--- config.mk ---
export PLATFORM = sky130hd
export DESIGN_NAME = ahb_stream_writer
export DESIGN_NICKNAME = d
export VERILOG_FILES = /design/src/rtl/ahb_stream_writer.sv
export SDC_FILE = /design/constraint.sdc
export NUM_CORES = 1
export LEC_CHECK = 0
export CORE_MARGIN = 2
export CORE_UTILIZATION = 50
export DETAILED_ROUTE_END_ITERATION = 10
export DONT_BUFFER_PORTS = 1
export SLEW_MARGIN = 20
export SYNTH_ARGS = -nofsm -noshare
export SYNTH_HDL_FRONTEND = slang
export SYNTH_SLANG_ARGS = --single-unit
--- constraint.sdc ---
create_clock -name i_hclk -period 6.4 [get_ports i_hclk]
set_clock_uncertainty 0.15 [all_clocks]
set_input_delay 1.28 -clock i_hclk [delete_from_list [all_inputs] [get_ports i_hclk]]
set_output_delay 1.28 -clock i_hclk [all_outputs]
set_load 0.05 [all_outputs]
--- src/rtl/ahb_stream_writer.sv ---
// Stream-to-UI write feeder for ahb_master: buffers a valid/ready word stream
// in a first-word-fall-through FIFO and presents one write burst per accepted
// start, inserting BUSY beats (valid=0) whenever the FIFO runs dry mid-burst.
module ahb_stream_writer #(
  parameter int DATA_WDT   = 32,
  parameter int BEAT_WDT   = 32,
  parameter int FIFO_DEPTH = 8
) (
  input  logic                          i_hclk,
  input  logic                          i_hreset_n,
  input  logic                          i_start,
  input  logic [31:0]                   i_base_addr,
  input  logic [BEAT_WDT-1:0]           i_len,
  input  logic [2:0]                    i_size,
  input  logic [DATA_WDT-1:0]           i_s_data,
  input  logic                          i_s_valid,
  output logic                          o_s_ready,
  output logic [DATA_WDT-1:0]           o_mst_data,
  output logic                          o_mst_valid,
  output logic [31:0]                   o_mst_addr,
  output logic [2:0]                    o_mst_size,
  output logic                          o_mst_write,
  output logic                          o_mst_read,
  output logic [BEAT_WDT-1:0]           o_mst_min_len,
  output logic                          o_mst_cont,
  input  logic                          i_mst_next,
  output logic                          o_busy,
  output logic                          o_done,
  output logic [$clog2(FIFO_DEPTH):0]   o_fifo_level
);

  localparam int PTR_W = $clog2(FIFO_DEPTH);
  localparam int LVL_W = PTR_W + 1;

  typedef enum logic [1:0] {IDLE, FIRST, STREAM} state_t;

  state_t              state;
  logic [DATA_WDT-1:0] mem [FIFO_DEPTH];
  logic [PTR_W-1:0]    wr_ptr;
  logic [PTR_W-1:0]    rd_ptr;
  logic [LVL_W-1:0]    level;
  logic [BEAT_WDT-1:0] len_q;
  logic [BEAT_WDT-1:0] loaded;
  logic                full;
  logic                empty;
  logic                push;
  logic                pop;
  logic                more;

  assign full         = (level == LVL_W'(FIFO_DEPTH));
  assign empty        = (level == '0);
  assign push         = i_s_valid && !full;
  assign more         = (loaded < len_q);
  // A pop is exactly a load of the head word into the UI register.
  assign pop          = !empty && ((state == FIRST) ||
                                   ((state == STREAM) && i_mst_next && more));
  assign o_s_ready    = !full;
  assign o_fifo_level = level;
  assign o_busy       = (state != IDLE);
  assign o_mst_read   = 1'b0;

  // FIFO storage; contents are don't-care until written, so no reset.
  always_ff @(posedge i_hclk) begin
    if (push) mem[wr_ptr] <= i_s_data;
  end

  // FIFO pointers and occupancy; pointers wrap naturally (power-of-2 depth).
  always_ff @(posedge i_hclk or negedge i_hreset_n) begin
    if (!i_hreset_n) begin
      wr_ptr <= '0;
      rd_ptr <= '0;
      level  <= '0;
    end else begin
      if (push) wr_ptr <= wr_ptr + PTR_W'(1);
      if (pop)  rd_ptr <= rd_ptr + PTR_W'(1);
      case ({push, pop})
        2'b10:   level <= level + LVL_W'(1);
        2'b01:   level <= level - LVL_W'(1);
        default: level <= level;
      endcase
    end
  end

  // Burst sequencer with registered UI outputs.
  always_ff @(posedge i_hclk or negedge i_hreset_n) begin
    if (!i_hreset_n) begin
      state         <= IDLE;
      len_q         <= '0;
      loaded        <= '0;
      o_mst_data    <= '0;
      o_mst_valid   <= 1'b0;
      o_mst_addr    <= '0;
      o_mst_size    <= '0;
      o_mst_write   <= 1'b0;
      o_mst_min_len <= '0;
      o_mst_cont    <= 1'b0;
      o_done        <= 1'b0;
    end else begin
      o_done <= 1'b0;
      case (state)
        IDLE: begin
          if (i_start && (i_len != '0)) begin
            o_mst_addr    <= i_base_addr;
            o_mst_size    <= i_size;
            o_mst_min_len <= i_len;
            len_q         <= i_len;
            loaded        <= '0;
            state         <= FIRST;
          end
        end
        FIRST: begin
          // The first beat is never a BUSY beat: wait here for data.
          if (!empty) begin
            o_mst_data  <= mem[rd_ptr];
            o_mst_write <= 1'b1;
            o_mst_cont  <= 1'b0;
            o_mst_valid <= 1'b1;
            loaded      <= BEAT_WDT'(1);
            state       <= STREAM;
          end
        end
        STREAM: begin
          if (i_mst_next) begin
            if (more) begin
              o_mst_cont <= 1'b1;
              if (!empty) begin
                o_mst_data  <= mem[rd_ptr];
                o_mst_valid <= 1'b1;
                loaded      <= loaded + BEAT_WDT'(1);
              end else begin
                o_mst_data  <= '0;
                o_mst_valid <= 1'b0;
              end
            end else begin
              o_mst_write <= 1'b0;
              o_mst_cont  <= 1'b0;
              o_mst_valid <= 1'b0;
              o_mst_data  <= '0;
              o_done      <= 1'b1;
              state       <= IDLE;
            end
          end
        end
        default: state <= IDLE;
      endcase
    end
  end

endmodule
Word level (Yosys, flattened, before mapping)
Memories as Yosys holds them, arrays and structs flattened.
Index checks and enable logic that the tools add are counted.
Widths: inputs -> output; s select.
{ "totals": {"n_memories": 1, "out_inout_bits": 110, "in_bits": 104, "wordCells": 85, "ramBits": 256, "regBits": 147} }
{ "op_classes": {"n_reduce_logical": 20, "mux": 34, "add_sub_neg": 5, "order_cmp": 1, "n_eq_ne": 11} }
{ "memory_table": {"columns": ["name", "words", "word_bits", "rd", "rd_ports_with_merged_regs", "write_ports", "line", "source"], "rows": [
  ["mem", 8, 32, 1, 0, 1, "38", "logic [DATA_WDT-1:0] mem [FIFO_DEPTH];"]
]} }
{ "ops": {"columns": ["op", "n"], "rows": [
  ["$mux 32", 9],
  ["$pmux 32 s3", 1],
  ["$pmux 32 s2", 1],
  ["$add 32x1->32 const B", 1],
  ["$lt 32x32->1", 1],
  ["$reduce_bool 32->1", 1],
  ["$mux 1", 14],
  ["$ne 2x2->1 const B", 6],
  ["$mux 2", 4],
  ["$pmux 4 s2", 1],
  ["$reduce_and 4->1", 2],
  ["$add 3x1->3 const B", 2],
  ["$pmux 1 s2", 3],
  ["$pmux 2 s3", 1],
  ["$reduce_and 6->1", 1],
  ["$reduce_bool 2->1", 3],
  ["$logic_and 1x1->1", 5],
  ["$add 4x1->4 const B", 1],
  ["$eq 2x1->1 const B", 2],
  ["$eq 2x2->1 const B", 2],
  ["$eq 4x4->1 const B", 1],
  ["$logic_not 4->1", 1],
  ["$sub 4x1->4 const B", 1],
  ["$reduce_and 3->1", 1],
  ["other kinds (5)", 6]
]} }

Depth between registers and ports, before layout
Gate-level depths: netlist of the first run.
{ "depth": {"word_depth": 7, "depth_mapped": 17, "ltp_nobuf": 17} }

Worst setup path after synthesis of the first run
Ideal clock, no wire load.
{ "synth_timing": {"kind": "register -> register", "startpoint": "register level[1], in the netlist o_fifo_level[1]", "endpoint": "memory mem[2][0], enable pin", "t_arrival_ps": 4948, "t_required_ps": 5737, "stages_incl_launch_ff": 5, "setup_slack_ps": 789, "n_path_buf": 0, "synth_period_minus_slack_ps": 5611, "setup_ps": 513, "path_cell_list": "dfrtp_1 nor3_1 nand2_1 nand2_1 nor4b_1"} }
{ "synth_between": {"elab_chain_len": 5} }
{ "synth_rtl": {"columns": ["element", "line", "source"], "rows": [
  ["from (decl)", "41", "logic [LVL_W-1:0] level;"],
  ["from (signal assigned)", "77", "2'b10: level <= level + LVL_W'(1);"],
  ["from (signal assigned)", "78", "2'b01: level <= level - LVL_W'(1);"],
  ["from (signal assigned)", "79", "default: level <= level;"],
  ["$eq 4x4->1", "50", "assign full = (level == LVL_W'(FIFO_DEPTH));"],
  ["$logic_not 1->1", null, null],
  ["named net o_s_ready", "17", "output logic o_s_ready,"],
  ["$logic_and 1x1->1", "52", "assign push = i_s_valid && !full;"],
  ["$mux 1", "64", "if (push) mem[wr_ptr] <= i_s_data;"],
  ["$mux 1 (implied by the code)", "64", null],
  ["to (decl)", "38", null]
]} }
The timed path passes the listed nets, and every way through them passes these cells.

Worst setup path in the final report of the first run
{ "layout_timing": {"startpoint": "register len_q[30]", "endpoint": "register level[3], in the netlist o_fifo_level[3]"} }
{ "layout_between": {"elab_chain_len": 6, "word_cells_on_any_way": 8, "classes_between": "order compare: 1; eq/ne: 2; mux: 1; reduce/logical: 4"} }
{ "layout_rtl": {"columns": ["element", "line", "source"], "rows": [
  ["from (decl)", "42", "logic [BEAT_WDT-1:0] len_q;"],
  ["from (signal assigned)", "106", "len_q <= i_len;"],
  ["$lt 32x32->1 (*)", "53", "assign more = (loaded < len_q);"],
  ["$logic_and 1x1->1 (*)", "56", "((state == STREAM) && i_mst_next && more));"],
  ["$logic_or 1x1->1 (*)", "55", "assign pop = !empty && ((state == FIRST) ||"],
  ["$logic_and 1x1->1 (*)", "55", null],
  ["named net pop", "47", "logic pop;"],
  ["$eq 2x1->1 or $eq 2x2->1 (tied branches)", "76", "case ({push, pop})"],
  ["$pmux 4 s2 or $reduce_bool 2->1 (tied branches)", null, null]
]} }
The timed path passes the listed nets; every way through them passes the cells marked *.
A chain may end at the register's enable or synchronous reset.

==> impl_metrics.tcl, run 1 <==
set metrics [dict create \
    synth-edff-count 256 \
    max_slew.worst_pin.slew_ns 0.882 \
    post-dp-hpwl_um 21200 \
    remaining_drc_errors 0 \
    grt_max_degree 148 \
    dpl_cell_area_mm2 0.0173 \
    drt_wirelength_um 34200 \
    cts-hold-fix-buffers 0 \
    via_per_inst 5.76 \
    yosysTopAreaCellShare_pct 46.0 \
    total_power_uw 9530 \
    design.core.area_mm2 0.0327 \
    peakVddDrop_uv 298 \
    postLayoutCoreUtil_pct 56.7 \
    n_fill_cell 2590 \
    critical_path_arrival_ns 4.86 \
    slew_violations 0 \
    cts.reportedPaths.clkPinSlew_ns 0.06 \
    worst_slew_margin_rel_pct 41.2 \
    maxcap_violations 0 \
    postCtsResizedCells 0 \
    htree_num_levels 2 \
    synth-seq-cells 403 \
    global_route_wire_length_before_repair_um 53200 \
    clk_path_buf_depth 3 \
    antenna_found_initial 0 \
    grt_pass1_vias 9002 \
    cts_tree "built" \
    setup.worst_path.class "flip-flop to flip-flop" \
    crit_path_start_kind "flip-flop" \
    route.vias.total 8863 \
    netlist-cell-type-count 58 \
    grt.overflow.total 0 \
    hold_path.class "primary input to asynchronous set/reset pin" \
    synth_nets 1194 \
    leakagePower_uw 0.00704 \
    synth.avg_cell_area_um2 15.9 \
    antenna_cells_inserted 0 \
    route.antenna.remaining_nets 0 \
    io_pins 214 \
    seq_area_frac_synth_pct 68.1 \
    setup_violations 0 \
    clock.fmax_mhz 216 \
    gp_congestion 0.779 \
    row_count 66 \
    synth_area_mm2 0.0167 \
    yosysWarningCount 0 \
    drt_iter0_markers 533 \
    final_area_mm2 0.0185 \
    worstPathRequired_ns 6.65 \
    dieArea_mm2 0.0349 \
    finalNetCount 1208 \
    fin_tns_setup_ns 0 \
    dieWidth_um 187 \
    tritoncts.num_buffers 42 \
    crit_path_max_fanout 7 \
    floorplan.initialDensity_pct 51.1 \
    top_cell_type_by_total_area_after_synthesis "sky130_fd_sc_hd__edfxtp_1" \
    ys_top_cells_by_area "sky130_fd_sc_hd__edfxtp_1 46%, sky130_fd_sc_hd__dfrtp_1 22%, sky130_fd_sc_hd__mux4_2 8.6%" \
    cell_chosen_for_the_clock_root "sky130_fd_sc_hd__clkbuf_16" \
    layout_worst_path_cycle_share_pct 72.2 \
    holdWs_ns 0.282 \
    multiInputGateArea_mm2 0.00502 \
    first_pass_iters 5 \
    area_growth_syn_to_layout_pct 11.1 \
    fraction_of_layout_instances_using_a_drive_strength_above_1_pct 21.0 \
    report.final.hold_viol_count 0 \
    status "complete, no violations" \
    cts_num_sinks 403 \
    area.sequential_mm2 0.0114 \
    io_buffers 0 \
    synth_most_common_cell "sky130_fd_sc_hd__edfxtp_1" \
    asyncSetResetFlopFracSynth_pct 36.5 \
    cellPowerDensity_mw_per_mm2 514 \
    fp.dieH_um 187 \
    grt_util_overall_pct 19.6 \
    drt-wirelength-per-cell_um 22.2 \
    yosys-top-cells-count "256 x sky130_fd_sc_hd__edfxtp_1, 147 x sky130_fd_sc_hd__dfrtp_1, 79 x sky130_fd_sc_hd__nand2_1" \
    period_minus_slack_ns 4.62 \
    rsz0062_at_grt "no" \
    setup_bufs_post_cts 0 \
    syn-instance-count 1048 \
    source_to_sink_clock_delay_at_the_later_pin_of_the_worst_skew_pair_ns 0.54 \
    synth_top_flop_cell "sky130_fd_sc_hd__edfxtp_1" \
    critical_path.endpoint_type "flip-flop" \
]
==> logic make-up after synthesis <==
family	after synthesis	share of synthesized area, %
buf+inv	93	2.24
mux	166	15.3
xor+xnor	8	0.420
flops	403	68.1
compound gates	144	5.32
other cells	1	0.0225
simple gates	191	5.46
fa+ha+maj	42	3.19
==> power breakdown <==
part | leakage [µW] | internal, µW | switching (µW) | total, µW
logic | 0.00227 | 1040 | 1180 | 2220
clock network | 0.000628 | 1310 | 961 | 2270
registers | 0.00414 | 3380 | 1670 | 5050
==> through the flow <==
step	setup WS, ns	instances
floorplan	0.789	1048
global placement	1.83	1460
detailed placement	1.76	1460
CTS	1.75	1538
global route	1.46	1538
finish	1.78	1538
==> registers in the layout, indices dropped and copies added, names as in the netlist <==
name          flops
o_mst_valid       1
loaded           32
state             2
wr_ptr            3
o_fifo_level      4
len_q            32
o_mst_data       32
o_done            1
o_mst_cont        1
o_mst_write       1
o_mst_addr       32
o_mst_size        3
mem             256
rd_ptr            3
==> cells in the final DEF, fill, tap and decap left out, types with 13 or more instances in the layout <==
cell type                   netlist  layout
sky130_fd_sc_hd__dfrtp_1        147     144
sky130_fd_sc_hd__mux2_2          70      70
sky130_fd_sc_hd__nand2_1         79      79
sky130_fd_sc_hd__a21oi_1         26      26
sky130_fd_sc_hd__mux4_2          64      64
sky130_fd_sc_hd__o31ai_1         15      15
sky130_fd_sc_hd__ha_1            41      41
sky130_fd_sc_hd__mux2i_1         32      32
sky130_fd_sc_hd__buf_4            1      20
sky130_fd_sc_hd__nor4_1          14      13
sky130_fd_sc_hd__edfxtp_1       256     256
sky130_fd_sc_hd__nand3_1         14      14
sky130_fd_sc_hd__nor2_1          31      30
sky130_fd_sc_hd__inv_1           43      43
sky130_fd_sc_hd__clkbuf_1        33      15
sky130_fd_sc_hd__o21ai_0         59      59
sky130_fd_sc_hd__clkbuf_16        0      43
==> path summary, 6_finish.rpt <==
| check | slack, ns | startpoint | cells past startpoint | to |
|---|---|---|---|---|
| worst min register to register | 0.40 | loaded[29] | 1 | loaded[29] |
| worst max register to register | 1.78 | len_q[30] | 17 | o_fifo_level[3] |
| min in group i_hclk | 0.40 | loaded[29] | 1 | loaded[29] |
| worst max-delay path | 1.78 | len_q[30] | 17 | o_fifo_level[3] |
| max in group asynchronous | 5.60 | i_hreset_n | 0 | o_mst_data[4] |
| worst min-delay path | 0.28 | i_hreset_n | 0 | len_q[18] |
==> critical path, cell delays in order (launching register included) <==
cell and delay [ns]:
sky130_fd_sc_hd__dfrtp_1 0.66, sky130_fd_sc_hd__inv_1 0.09, sky130_fd_sc_hd__ha_1 0.36, sky130_fd_sc_hd__nand4_2 0.13
sky130_fd_sc_hd__nor4_1 0.58, sky130_fd_sc_hd__a221o_1 0.27, sky130_fd_sc_hd__a211o_1 0.14, sky130_fd_sc_hd__a31oi_1 0.13
sky130_fd_sc_hd__and3_1 0.31, sky130_fd_sc_hd__o21ai_0 0.37, sky130_fd_sc_hd__inv_1 0.09, sky130_fd_sc_hd__ha_1 0.23
sky130_fd_sc_hd__ha_1 0.27, sky130_fd_sc_hd__a21o_1 0.17, sky130_fd_sc_hd__a21oi_1 0.18, sky130_fd_sc_hd__xnor2_1 0.14
sky130_fd_sc_hd__nor2_1 0.07, sky130_fd_sc_hd__xor2_1 0.14
==> layer usage <==
| metal | vias up | track usage [%] | wire (µm) | part of all wire, % |
|---|---|---|---|---|
| met5 | - | 0 | 0 | 0 |
| met4 | 0 | 4.88 | 618 | 1.8 |
| met3 | 47 | 5.40 | 2270 | 6.6 |
| met2 | 238 | 32.9 | 16700 | 49 |
| met1 | 4529 | 25.6 | 14600 | 43 |
| li1 | 4049 | - | - | - |
==> final cells by class <==
class / instances / area share, %
clock inverters: 18 / 0.708
repair buffers: 20 / 0.809
well taps: 442 / 2.98
flip-flops and latches: 403 / 61.3
multi-input cells: 552 / 27.1
clock buffers: 60 / 6.25
inverters: 43 / 0.870
Power figures use the tool's default switching activity.
==> run 2: changes to the inputs <==
--- a/config.mk
+++ b/config.mk
@@ -9,6 +9,7 @@
 export CORE_UTILIZATION = 50
 export DETAILED_ROUTE_END_ITERATION = 10
 export DONT_BUFFER_PORTS = 1
+export PLACE_DENSITY = 0.68
 export SLEW_MARGIN = 20
 export SYNTH_ARGS = -nofsm -noshare
 export SYNTH_HDL_FRONTEND = slang
==> constraint.sdc (replaced) <==
create_clock -name i_hclk -period 4.06 [get_ports i_hclk]
set_clock_uncertainty 0.15 [all_clocks]
set_input_delay 0.812 -clock i_hclk [delete_from_list [all_inputs] [get_ports i_hclk]]
set_output_delay 0.812 -clock i_hclk [all_outputs]
set_load 0.05 [all_outputs]
==> impl_metrics.tcl, run 2 (same netlist as run 1, synthesis figures left out) <==
set metrics [dict create \
    crit_path_max_fanout 7 \
    clock.fmax_mhz 267 \
    postLayoutCoreUtil_pct 58.2 \
    via_per_inst 5.72 \
    layout.cells.most_common "sky130_fd_sc_hd__edfxtp_1" \
    slew_violations 0 \
    drt_iter0_markers 659 \
    post-dp-hpwl_um 21200 \
    largest_register_ffs 256 \
    critical_path.endpoint_type "flip-flop" \
    route.vias.total 9024 \
    global_route_wire_length_before_repair_um 53600 \
    top_register "mem" \
    status "complete, but fails checks" \
    tritoncts.num_buffers 43 \
    antenna_found_initial 1 \
    post_layout_nonfiller_instances 1577 \
    cellPowerDensity_mw_per_mm2 825 \
    violations "hold timing" \
    grt.overflow.total 0 \
    setup.worst_path.class "flip-flop to flip-flop" \
    area_growth_syn_to_layout_pct 13.9 \
    period_minus_slack_ns 3.75 \
    remaining_drc_errors 0 \
    max_slew.worst_pin.slew_ns 0.884 \
    grt_max_degree 148 \
    cell_chosen_for_the_clock_root "sky130_fd_sc_hd__clkbuf_16" \
    io_pins 214 \
    route.antenna.remaining_nets 0 \
    crit_path_start_kind "flip-flop" \
    floorplan.initialDensity_pct 51.1 \
    maxcap_violations 0 \
    finalNetCount 1246 \
    htree_num_levels 2 \
    layout_worst_path_cycle_share_pct 92.4 \
    design.core.area_mm2 0.0327 \
    report.final.hold_viol_count 147 \
    final_area_mm2 0.0190 \
    fp.dieH_um 187 \
    n_fill_cell 2565 \
    critical_path_arrival_ns 4.00 \
    dieArea_mm2 0.0349 \
    place.detailed.instances 1497 \
    worstPathRequired_ns 4.31 \
    setup_violations 0 \
    rsz0062_at_grt "no" \
    cts_tree "built" \
    cts.reportedPaths.clkPinSlew_ns 0.06 \
    row_count 66 \
    hold_path.class "primary input to asynchronous set/reset pin" \
    setup_slack_ns 0.309 \
    holdWs_ns -0.192 \
    worst_slew_margin_rel_pct 40.5 \
    gp_congestion 0.798 \
    most_used_cells_in_the_layout_excluding_fill_and_tap_cells "256 x sky130_fd_sc_hd__edfxtp_1, 144 x sky130_fd_sc_hd__dfrtp_1, 79 x sky130_fd_sc_hd__nand2_1" \
    fraction_of_layout_instances_using_a_drive_strength_above_1_pct 24.4 \
    io_buffers 0 \
    cts_num_sinks 403 \
    grt_util_overall_pct 19.8 \
    clk_path_buf_depth 3 \
    drt_wirelength_um 34300 \
    source_to_sink_clock_delay_at_the_later_pin_of_the_worst_skew_pair_ns 0.56 \
    grt_pass1_vias 9379 \
    leakagePower_uw 0.00730 \
    drt-wirelength-per-cell_um 21.7 \
    dieWidth_um 187 \
    dpl_cell_area_mm2 0.0176 \
    pre_cts_ws_ns 0.225 \
    first_pass_iters 4 \
    peakVddDrop_uv 495 \
]
-- run 2: worst max-delay path, stage by stage (launching register included) --
cell,delay [ns]
sky130_fd_sc_hd__dfrtp_1,0.44
sky130_fd_sc_hd__ha_1,0.32
sky130_fd_sc_hd__a21oi_1,0.17
sky130_fd_sc_hd__o21ai_1,0.13
sky130_fd_sc_hd__a221o_1,0.36
sky130_fd_sc_hd__a211o_1,0.25
sky130_fd_sc_hd__a31oi_1,0.23
sky130_fd_sc_hd__and3_1,0.22
sky130_fd_sc_hd__o21ai_0,0.11
sky130_fd_sc_hd__inv_1,0.08
sky130_fd_sc_hd__ha_1,0.19
sky130_fd_sc_hd__ha_1,0.24
sky130_fd_sc_hd__a21o_1,0.17
sky130_fd_sc_hd__a21oi_1,0.17
sky130_fd_sc_hd__xnor2_1,0.14
sky130_fd_sc_hd__nor2_1,0.07
sky130_fd_sc_hd__xor2_1,0.15
-- run 2: worst paths after layout --
kind,start,end,slack (ns),cells past startpoint
max reg2reg,loaded[17],o_fifo_level[3],0.31,16
min in group i_hclk,i_s_data[8],mem[4][8],0.20,0
min reg2reg,loaded[27],loaded[27],0.37,1
max,loaded[17],o_fifo_level[3],0.31,16
min,i_hreset_n,len_q[21],-0.19,0
max in group asynchronous,i_hreset_n,o_mst_data[16],3.79,0
-- run 2: where the power goes --
part | internal (µW) | switching, µW
clock network | 2280 | 1570
logic | 1920 | 2520
registers | 5350 | 2070
total | 9550 | 6160
-- run 2: repair_timing --
action / 4_1_cts / 5_1_grt
endpoints found under the hold margin: 147 / 147
gates resized for setup: 0 / 1
setup buffers: 0 / 0
endpoints found under the setup margin: 0 / 1
-- run 2: metal layers --
layer | up-vias | wire (µm) | global-route usage (%)
met4 | 0 | 589 | 5.34
li1 | 4112 | - | -
met3 | 46 | 2600 | 5.42
met5 | - | 0 | 0
met2 | 295 | 17000 | 33.4
met1 | 4571 | 14100 | 25.3
-- run 2: through the flow --
stage	setup TNS, ns	power, µW
floorplan	-37.31	10600
global placement	0	11900
detailed placement	0	12000
CTS	0	15900
global route	0	16500
finish	0	15700
-- run 2: layout make-up --
type | count | area [µm²] | area share [%]
sequential | 403 | 11400 | 59.8
multi-input combinational | 552 | 5050 | 26.6
clock buffer | 62 | 1210 | 6.35
tap | 442 | 553 | 2.91
timing repair buffer | 57 | 478 | 2.51
clock inverter | 17 | 198 | 1.04
inverter | 43 | 161 | 0.848
antenna | 1 | 2.50 | 0.0132
==> run 3: changes to the inputs <==
--- a/config.mk
+++ b/config.mk
@@ -10,6 +10,7 @@
 export DETAILED_ROUTE_END_ITERATION = 10
 export DONT_BUFFER_PORTS = 1
 export PLACE_DENSITY = 0.68
+export SKIP_CTS_REPAIR_TIMING = 1
 export SLEW_MARGIN = 20
 export SYNTH_ARGS = -nofsm -noshare
 export SYNTH_HDL_FRONTEND = slang
==> results of run 3 <==
Same layout as run 2: the final DEF is identical, and so are final timing and power.
